==> src/rtl/stopwatch_pkg.sv <==
// Shared state encodings and BCD digit limits for the m:ss count-up stopwatch.
package stopwatch_pkg;

    typedef enum logic [1:0] {
        ST_IDLE  = 2'd0,
        ST_RUN   = 2'd1,
        ST_PAUSE = 2'd2,
        ST_LAP   = 2'd3
    } state_t;

    localparam int SEC_MAX  = 9;
    localparam int TENS_MAX = 5;
    localparam int SEC_W    = 4;
    localparam int TENS_W   = 4;
    localparam int MIN_W    = 2;

    // The live count advances only in these states.
    function automatic logic is_counting(input state_t s);
        return (s == ST_RUN) || (s == ST_LAP);
    endfunction

endpackage

==> src/rtl/bcd_upcounter.sv <==
// One wrapping decimal digit; carry_out marks the enabled step that wraps MAX back to 0.
module bcd_upcounter #(
    parameter int MAX   = 9,
    parameter int WIDTH = 4
) (
    input  logic             clk,
    input  logic             reset,
    input  logic             clear,
    input  logic             enable,
    output logic [WIDTH-1:0] count,
    output logic             carry_out
);

    localparam logic [WIDTH-1:0] MAX_V = WIDTH'(MAX);

    logic at_limit;

    assign at_limit  = (count == MAX_V);
    assign carry_out = enable & at_limit;

    always_ff @(posedge clk) begin
        if (reset || clear) begin
            count <= '0;
        end else if (enable) begin
            count <= at_limit ? '0 : count + 1'b1;
        end
    end

endmodule

==> src/rtl/stopwatch_upcounter.sv <==
// Count-up m:ss stopwatch with start/stop, lap freeze and clear; saturates at MAX_MINUTES:59.
module stopwatch_upcounter
    import stopwatch_pkg::*;
#(
    parameter int MAX_MINUTES = 3
) (
    input  logic              clk,
    input  logic              reset,
    input  logic              tick_1hz,
    input  logic              btn_start_stop,
    input  logic              btn_lap,
    input  logic              btn_clear,
    output logic [SEC_W-1:0]  seconds_count,
    output logic [TENS_W-1:0] tens_count,
    output logic [MIN_W-1:0]  minutes_count,
    output logic              running,
    output logic              lap_hold,
    output logic              at_max
);

    localparam logic [MIN_W-1:0]  MIN_MAX_V  = MIN_W'(MAX_MINUTES);
    localparam logic [TENS_W-1:0] TENS_MAX_V = TENS_W'(TENS_MAX);
    localparam logic [SEC_W-1:0]  SEC_MAX_V  = SEC_W'(SEC_MAX);
    localparam logic [SEC_W-1:0]  SEC_PRE_V  = SEC_W'(SEC_MAX - 1);

    state_t state;
    state_t state_next;

    logic ss_q, lap_q, clr_q;
    logic ss_edge, lap_edge, clr_edge;

    logic [SEC_W-1:0]  sec_live, sec_snap;
    logic [TENS_W-1:0] tens_live, tens_snap;
    logic [MIN_W-1:0]  min_live, min_snap;

    logic sec_carry, tens_carry, min_carry;
    logic count_en, live_max, reach_max, sat_stop, snap_load;

    always_ff @(posedge clk) begin
        if (reset) begin
            ss_q  <= 1'b0;
            lap_q <= 1'b0;
            clr_q <= 1'b0;
        end else begin
            ss_q  <= btn_start_stop;
            lap_q <= btn_lap;
            clr_q <= btn_clear;
        end
    end

    assign ss_edge  = btn_start_stop & ~ss_q;
    assign lap_edge = btn_lap & ~lap_q;
    assign clr_edge = btn_clear & ~clr_q;

    assign live_max  = (min_live == MIN_MAX_V) && (tens_live == TENS_MAX_V) && (sec_live == SEC_MAX_V);
    assign reach_max = (min_live == MIN_MAX_V) && (tens_live == TENS_MAX_V) && (sec_live == SEC_PRE_V);

    // A tick is taken only in a counting state, never alongside clear, never past full scale.
    assign count_en = tick_1hz & is_counting(state) & ~clr_edge & ~live_max;

    // min_carry would mean the minutes wrapped; it cannot rise while the gate above holds,
    // but stopping on it keeps the count from ever wrapping silently.
    assign sat_stop = (count_en & reach_max) | (tick_1hz & live_max) | min_carry;

    bcd_upcounter #(.MAX(SEC_MAX), .WIDTH(SEC_W)) u_sec (
        .clk       (clk),
        .reset     (reset),
        .clear     (clr_edge),
        .enable    (count_en),
        .count     (sec_live),
        .carry_out (sec_carry)
    );

    bcd_upcounter #(.MAX(TENS_MAX), .WIDTH(TENS_W)) u_tens (
        .clk       (clk),
        .reset     (reset),
        .clear     (clr_edge),
        .enable    (sec_carry),
        .count     (tens_live),
        .carry_out (tens_carry)
    );

    bcd_upcounter #(.MAX(MAX_MINUTES), .WIDTH(MIN_W)) u_min (
        .clk       (clk),
        .reset     (reset),
        .clear     (clr_edge),
        .enable    (tens_carry),
        .count     (min_live),
        .carry_out (min_carry)
    );

    always_ff @(posedge clk) begin
        if (reset) begin
            state <= ST_IDLE;
        end else begin
            state <= state_next;
        end
    end

    // Event priority: clear, then start_stop, then saturation, then lap.
    always_comb begin
        state_next = state;
        snap_load  = 1'b0;
        if (clr_edge) begin
            state_next = ST_IDLE;
        end else begin
            case (state)
                ST_IDLE: begin
                    if (ss_edge) state_next = ST_RUN;
                end
                ST_RUN: begin
                    if (ss_edge || sat_stop) begin
                        state_next = ST_PAUSE;
                    end else if (lap_edge) begin
                        state_next = ST_LAP;
                        snap_load  = 1'b1;
                    end
                end
                ST_LAP: begin
                    if (ss_edge || sat_stop) begin
                        state_next = ST_PAUSE;
                    end else if (lap_edge) begin
                        state_next = ST_RUN;
                    end
                end
                ST_PAUSE: begin
                    if (ss_edge) state_next = ST_RUN;
                end
                default: state_next = ST_IDLE;
            endcase
        end
    end

    always_ff @(posedge clk) begin
        if (reset || clr_edge) begin
            sec_snap  <= '0;
            tens_snap <= '0;
            min_snap  <= '0;
        end else if (snap_load) begin
            sec_snap  <= sec_live;
            tens_snap <= tens_live;
            min_snap  <= min_live;
        end
    end

    assign lap_hold      = (state == ST_LAP);
    assign running       = is_counting(state);
    assign at_max        = live_max;
    assign seconds_count = lap_hold ? sec_snap  : sec_live;
    assign tens_count    = lap_hold ? tens_snap : tens_live;
    assign minutes_count = lap_hold ? min_snap  : min_live;

endmodule

==> config.mk <==
export PLATFORM = sky130hd
export DESIGN_NAME = stopwatch_upcounter
export DESIGN_NICKNAME = d
export VERILOG_FILES = /design/src/rtl/stopwatch_pkg.sv /design/src/rtl/bcd_upcounter.sv /design/src/rtl/stopwatch_upcounter.sv
export SDC_FILE = /design/constraint.sdc
export NUM_CORES = 1
export LEC_CHECK = 0
export BUFFER_PORTS_ARGS = -buffer_cell sky130_fd_sc_hd__buf_4
export CORE_MARGIN = 3
export CORE_UTILIZATION = 24
export DETAILED_ROUTE_END_ITERATION = 16
export PLACE_DENSITY = 0.38
export SLEW_MARGIN = 20
export SYNTH_ARGS = -nofsm -noshare
export SYNTH_HDL_FRONTEND = slang
export SYNTH_HIERARCHICAL = 1
export SYNTH_SLANG_ARGS = --single-unit
==> constraint.sdc <==
create_clock -name clk -period 4 [get_ports clk]
set_input_delay 0.8 -clock clk [delete_from_list [all_inputs] [get_ports clk]]
set_output_delay 0.8 -clock clk [all_outputs]
set_load 0.05 [all_outputs]
**After elaboration in Yosys (flattened, before gate mapping)**

Index checks and enable logic that the tools add are counted.
W data, S select, Z words.

- Add/subtract/negate cells: 3
- Muxes and demuxes: 16
- Reductions and logical operators: 10
- Equal/unequal tests: 10
- Bitwise operators: 18

Operator list:

| cell | number |
|---|---|
| $mux W4 | 4 |
| $mux W2 | 7 |
| $and A1 B1 Y1 | 11 |
| $add A4 B1 Y4 const B | 2 |
| $eq A4 B4 Y1 const B | 2 |
| $eq A2 B2 Y1 const B | 3 |
| $pmux W2 S3 | 1 |
| $not A1 Y1 | 5 |
| $eq A4 B3 Y1 const B | 1 |
| $mux W1 | 4 |
| $reduce_or A2 Y1 | 2 |
| $logic_and A1 B1 Y1 | 3 |
| $logic_or A1 B1 Y1 | 3 |
| $ne A3 B1 Y1 const B | 1 |
| $ne A3 B2 Y1 const B | 1 |
| $reduce_and A3 Y1 | 1 |
| $add A2 B1 Y2 const B | 1 |
| $eq A2 B1 Y1 const B | 1 |
| $logic_not A2 Y1 | 1 |
| $ne A2 B1 Y1 const B | 1 |
| $or A1 B1 Y1 | 2 |

- Word-level logic and storage cells: 67
- Input port bits: 6
- Register bits after elaboration: 25

**Longest topological paths before layout**

- Depth in word-level cells: 13
- Mapped depth: 13
- Depth with buffers taken out: 12

**Hierarchy**

Netlist, hierarchy kept.

Modules (own cells, without submodules):

| module | times used | area each (um2) | cells each | sequential area each (um2) |
|---|---|---|---|---|
| stopwatch_upcounter | 1 | 828.3 | 92 | 300.3 |
| bcd_upcounter (u_sec) | 1 | 192.7 | 20 | 80.1 |
| bcd_upcounter (u_tens) | 1 | 185.2 | 19 | 80.1 |
| bcd_upcounter (u_min) | 1 | 101.3 | 9 | 40.0 |

**Least setup slack after synthesis**

No wires, ideal clock.

- Kind: reg2reg
- From: register u_sec.count[1]
- To: register min_snap[0]
- Cell stages (with the launch flop): 14
- Path buffers: 1
- Period minus slack after synthesis: 3.118 ns
- Slack: 0.882 ns
- Setup time: 0.072 ns
- Arrival: 3.047 ns
- Cell sequence: dfxtp_1 or3b_4 nor4b_4 and2_2 nor2_1 nand2_2 nor3b_1 nand2_2 nor4b_1 and2_1 a311oi_2 nand4bb_1 buf_6 mux2i_1

- Longest elaborated chain between the ends: 12
- Elaborated cells between the ends (all ways): 17
- Those cells by class: 2 x eq/ne; 3 x mux; 9 x bitwise; 3 x reduce/logical

Ends and longest elaborated chain:

| what | RTL line | text |
|---|---|---|
| from (decl) | bcd_upcounter.sv:10 | `output logic [WIDTH-1:0] count,` |
| from (signal assigned) | bcd_upcounter.sv:25 | `count <= at_limit ? '0 : count + 1'b1;` |
| $eq A4 B4 Y1 | stopwatch_upcounter.sv:55 | `assign live_max = (min_live == MIN_MAX_V) && (tens_live == TENS_MAX_V) && (sec_live == SEC_MAX_V);` |
| $logic_and A1 B1 Y1 | stopwatch_upcounter.sv:55 |  |
| net at_max | stopwatch_upcounter.sv:18 | `output logic at_max` |
| $not A1 Y1 | stopwatch_upcounter.sv:59 | `assign count_en = tick_1hz & is_counting(state) & ~clr_edge & ~live_max;` |
| $and A1 B1 Y1 | stopwatch_upcounter.sv:59 |  |
| net count_en | stopwatch_upcounter.sv:37 | `logic count_en, live_max, reach_max, sat_stop, snap_load;` |
| $and A1 B1 Y1 | bcd_upcounter.sv:19 | `assign carry_out = enable & at_limit;` |
| net sec_carry | stopwatch_upcounter.sv:36 | `logic sec_carry, tens_carry, min_carry;` |
| $and A1 B1 Y1 | bcd_upcounter.sv:19 |  |
| net tens_carry | stopwatch_upcounter.sv:36 |  |
| $and A1 B1 Y1 | bcd_upcounter.sv:19 |  |
| net min_carry | stopwatch_upcounter.sv:36 |  |
| $or A1 B1 Y1 | stopwatch_upcounter.sv:63 | `assign sat_stop = (count_en & reach_max) \| (tick_1hz & live_max) \| min_carry;` |
| $logic_or A1 B1 Y1 | stopwatch_upcounter.sv:112 | `if (ss_edge \|\| sat_stop) begin` |
| $mux W1 | stopwatch_upcounter.sv:112 |  |
| $mux W1 | stopwatch_upcounter.sv:107 | `case (state)` |
| $mux W1 | stopwatch_upcounter.sv:104 | `if (clr_edge) begin` |
| to (signal assigned) | stopwatch_upcounter.sv:142 | `min_snap <= min_live;` |
| to (decl) | stopwatch_upcounter.sv:34 | `logic [MIN_W-1:0] min_live, min_snap;` |

The timed path passes the listed nets, and every way through them passes these cells.
A chain may end at the register's enable or synchronous reset.

**Worst setup path after layout**

- From: register u_sec.count[1]
- To: register min_snap[0]

- Longest elaborated chain between the ends: 12
- Elaborated cells between the ends (all ways): 17
- Those cells by class: 2 x eq/ne; 3 x mux; 9 x bitwise; 3 x reduce/logical

Ends and longest elaborated chain:

| what | RTL line |
|---|---|
| $eq A4 B4 Y1 | stopwatch_upcounter.sv:55 |
| $logic_and A1 B1 Y1 | stopwatch_upcounter.sv:55 |
| $not A1 Y1 | stopwatch_upcounter.sv:59 |
| $and A1 B1 Y1 | stopwatch_upcounter.sv:59 |
| net count_en | stopwatch_upcounter.sv:37 |
| $and A1 B1 Y1 | bcd_upcounter.sv:19 |
| net sec_carry | stopwatch_upcounter.sv:36 |
| $and A1 B1 Y1 | bcd_upcounter.sv:19 |
| net tens_carry | stopwatch_upcounter.sv:36 |
| $and A1 B1 Y1 | bcd_upcounter.sv:19 |
| net min_carry | stopwatch_upcounter.sv:36 |
| $or A1 B1 Y1 | stopwatch_upcounter.sv:63 |
| $logic_or A1 B1 Y1 | stopwatch_upcounter.sv:112 |
| $mux W1 | stopwatch_upcounter.sv:112 |
| $mux W1 | stopwatch_upcounter.sv:107 |
| $mux W1 | stopwatch_upcounter.sv:104 |

The timed path passes the listed nets, and every way through them passes these cells.

==> run summary <==
Hold Path Class: register to register
Worst path required time: 4.20 ns
Sw power: 0.1058 mW
Metal1 wirelength: 1.458 mm
Actual slew at the worst max-slew pin: 0.7291 ns
Most frequent cells after synthesis: 25 x dfxtp_1, 24 x nand2_1, 11 x mux2i_1
Total CTS buffers: 3
Tcrit/Tclk final: 83.20%
H-tree depth: 1
CTS max path bufs: 2
GRT overflow: 0
Max-cap violations: 0
Via density: 4.476
DIE HEIGHT: 79.81 µm
Design Area, Final: 1565 µm²
Post_cts resized: 0
Sequential standard cell area: 500.5 µm²
Run status: finished, final reports clean
Drt wl/cell: 12.52 µm
Root Buffer: clkbuf_8
Pleak: 0.6544 nW
Synth area leader: dfxtp_1
Core Util, Final: 30.26%
Largest net degree at the start of global routing: 16
1st-iter DRT viols: 48
DR pass1 iterations: 4
Final cell count without fillers: 229
First-pass GRT wire length: 5.071 mm
Max Freq: 300.5 MHz
Worst-path clk slew: 0.09 ns
Share of layout cells above drive strength 1: 28.93%
Synthesized area: 1308 µm²
IO Pins: 19
Final Wtd Congestion: 0.7695
Sequential share of the synthesized area: 38.28%
Syn_area_per_cell: 9.339 µm²
Max Slew Vio Count: 0
Synth-to-layout area growth: 19.71%
Clk Latency, worst-skew pair: 0.27 ns
Residual DRC count: 0
Final wirelength: 2.867 mm
RSZ-0062 raised after global routing: false
Top Metal Used: met4
Routed wl met2: 1.292 mm
Mapped Cells: 140
Row cnt: 26
Clk sinks: 25
Vias: 1,025
Peak supply drop: 0.1003 mV
Simple-Gate Fraction of Synth Area: 27.18%
Fillcell total: 558
Synth warn: 6
Synth Area in Compound Gates: 9.856%
Post-synthesis xor/xnor area fraction: 2.679%
Initial antenna violation count: 0
TNS Setup: 0 ns
Crit end category: register
Critical path fanouts, max: 10
Startpoint types: register
Dpl hpwl: 2.118 mm
Inserted Diodes: 0
Critical Setup Path Class: register to register
Top-area cell type share of the netlist area: 38.28%
Synthesized Nets: 147
CTS tree: done
Slowest CP cell: nor3b_1
Total die area: 6370 µm²
Distinct cells, synth: 39
Core Region: 5172 µm²
Port Buffer Count: 18
Largest family of logic cells by synthesized area: simple AND/OR/NAND/NOR gates
ANT nets after route: 0
Cell Chain, Critical Path: or3b_4 > nor4b_4 > and2_2 > nor2_1 > nand2_2 > nor3b_1 > nand2_2 > nor4b_1 > and2_1 > a311oi_2 > nand4bb_1 > buf_4 > mux2i_1
Delay of the slowest critical-path stage: 0.54 ns
Yosys reg bits: 25
Largest cells by area after synthesis: dfxtp_1 38%, mux2_2 8.6%, mux2i_1 8.4%, nand2_1 6.9%, a211oi_2 2.9%
Vias in the first global route: 1,001
CP most frequent cell: nand2_2
Setup violators final: 0
CP bufs+invs: 1
Hold Vio Cnt, Final: 0
Synth Flop Type: dfxtp_1
CP delay by family, top: simple AND/OR/NAND/NOR gates
Dominant cell by count in the synthesized netlist: dfxtp_1
CTS Hold Buffers Added: 0
Combinational share of power: 7.0%
Initial Util: 25.28%
Sequential power share: 57.9%
Clock Power Share: 35.1%
Relative slew slack: 51.21%
Post-synth EDFFs: 0
Async S/R FF share, synth: 0%
Overall global routing resource usage: 10.35%
WL met3: 71 µm
Post-layout power: 0.4378 mW
Area occupied by multi-input gates: 754.5 µm²
Sw frac: 24.17%
Pwr/cell area: 279.7 nW/µm²
Post-Synth Adder-Cell Area: 0.9569%
Die span in x: 79.81 µm
Placed insts: 225
Worst Skew: 0.003301 ns
Internal cell power: 0.3320 mW
Post-synthesis mux area share: 17.03%
Placed Area: 1519 µm²
WP data arrival: 3.53 ns
Setup Buffers After CTS: 0
Crit path time final: 3.328 ns
Nets: 167
## through the flow
step                hold WS (ns)  worst slack [ns]
floorplan                 0.4355            0.8818
global placement          0.4426            0.5722
detailed placement        0.4549            0.4637
CTS                       0.4689            0.6017
global route              0.4950            0.2562
finish                    0.4630            0.6721
## cell families (layout without fill, tap and decap cells)
family / count (synthesis) / count (layout)
AO/OA/AOI/OAI: 16 / 16
buffers and inverters: 11 / 30
multiplexers: 21 / 21
XOR/XNOR: 4 / 4
AND/OR/NAND/NOR: 62 / 62
adder cells (fa/ha/maj): 1 / 1
flip-flops: 25 / 25
## routing by layer
layer,up-vias,track usage [%]
li1,526,-
met1,484,14.38
met2,11,15.61
met3,4,2.032
met4,0,4.054
met5,-,0
## layout make-up
class / instances / area share, %
Inverter: 5 / 1.199
Timing Repair Buffer: 21 / 10.07
Multi-Input combinational cell: 104 / 48.20
Tap cell: 70 / 5.596
Clock buffer: 3 / 2.638
Sequential cell: 25 / 31.97
Clock inverter: 1 / 0.3197
## worst register-to-register path: stages, from the launching register on
cell and delay, ns:
dfxtp_1 0.49, or3b_4 0.20, nor4b_4 0.05, and2_2 0.22
nor2_1 0.26, nand2_2 0.11, nor3b_1 0.54, nand2_2 0.14
nor4b_1 0.38, and2_1 0.23, a311oi_2 0.06, nand4bb_1 0.13
buf_4 0.23, mux2i_1 0.22
## power by group through the flow
stage	logic, mW	clock network [mW]	registers [mW]
after CTS	0.0312	0.163	0.254
final	0.0304	0.154	0.254
after floorplan	0.0206	0	0.258
after detailed placement	0.0313	0	0.259
after global placement	0.0312	0	0.259
after global routing	0.0342	0.176	0.254
## registers in the layout (all words and copies together), names as in the netlist
signal / cells
sec_snap: 4
tens_snap: 4
u_sec/count: 4
u_tens/count: 4
min_snap: 2
state: 2
u_min/count: 2
clr_q: 1
lap_q: 1
ss_q: 1
## worst paths after layout
kind                  start          end  slack [ns]  depth (start not counted)
min reg2reg     sec_snap[1]  sec_snap[1]        0.46                          2
max reg2reg  u_sec/count[1]  min_snap[0]        0.67                         13
max          u_sec/count[1]  min_snap[0]        0.67                         13
min             sec_snap[1]  sec_snap[1]        0.46                          2
## cells in the final DEF, fill, tap and decap left out, types with 2 or more instances in the layout
cell / count
nand4b_1: 2
nand2_2: 2
o21ai_0: 3
xnor2_1: 3
mux2i_1: 11
a211o_1: 2
clkbuf_8: 3
buf_4: 21
nor3_1: 6
dfxtp_1: 25
nand2b_1: 3
inv_1: 5
nand3_1: 3
a211oi_1: 2
nor2_1: 4
nor2b_1: 5
mux2_2: 10
a211oi_2: 3
a21oi_1: 3
nand2_1: 24
(Power assumes the default switching activity.)
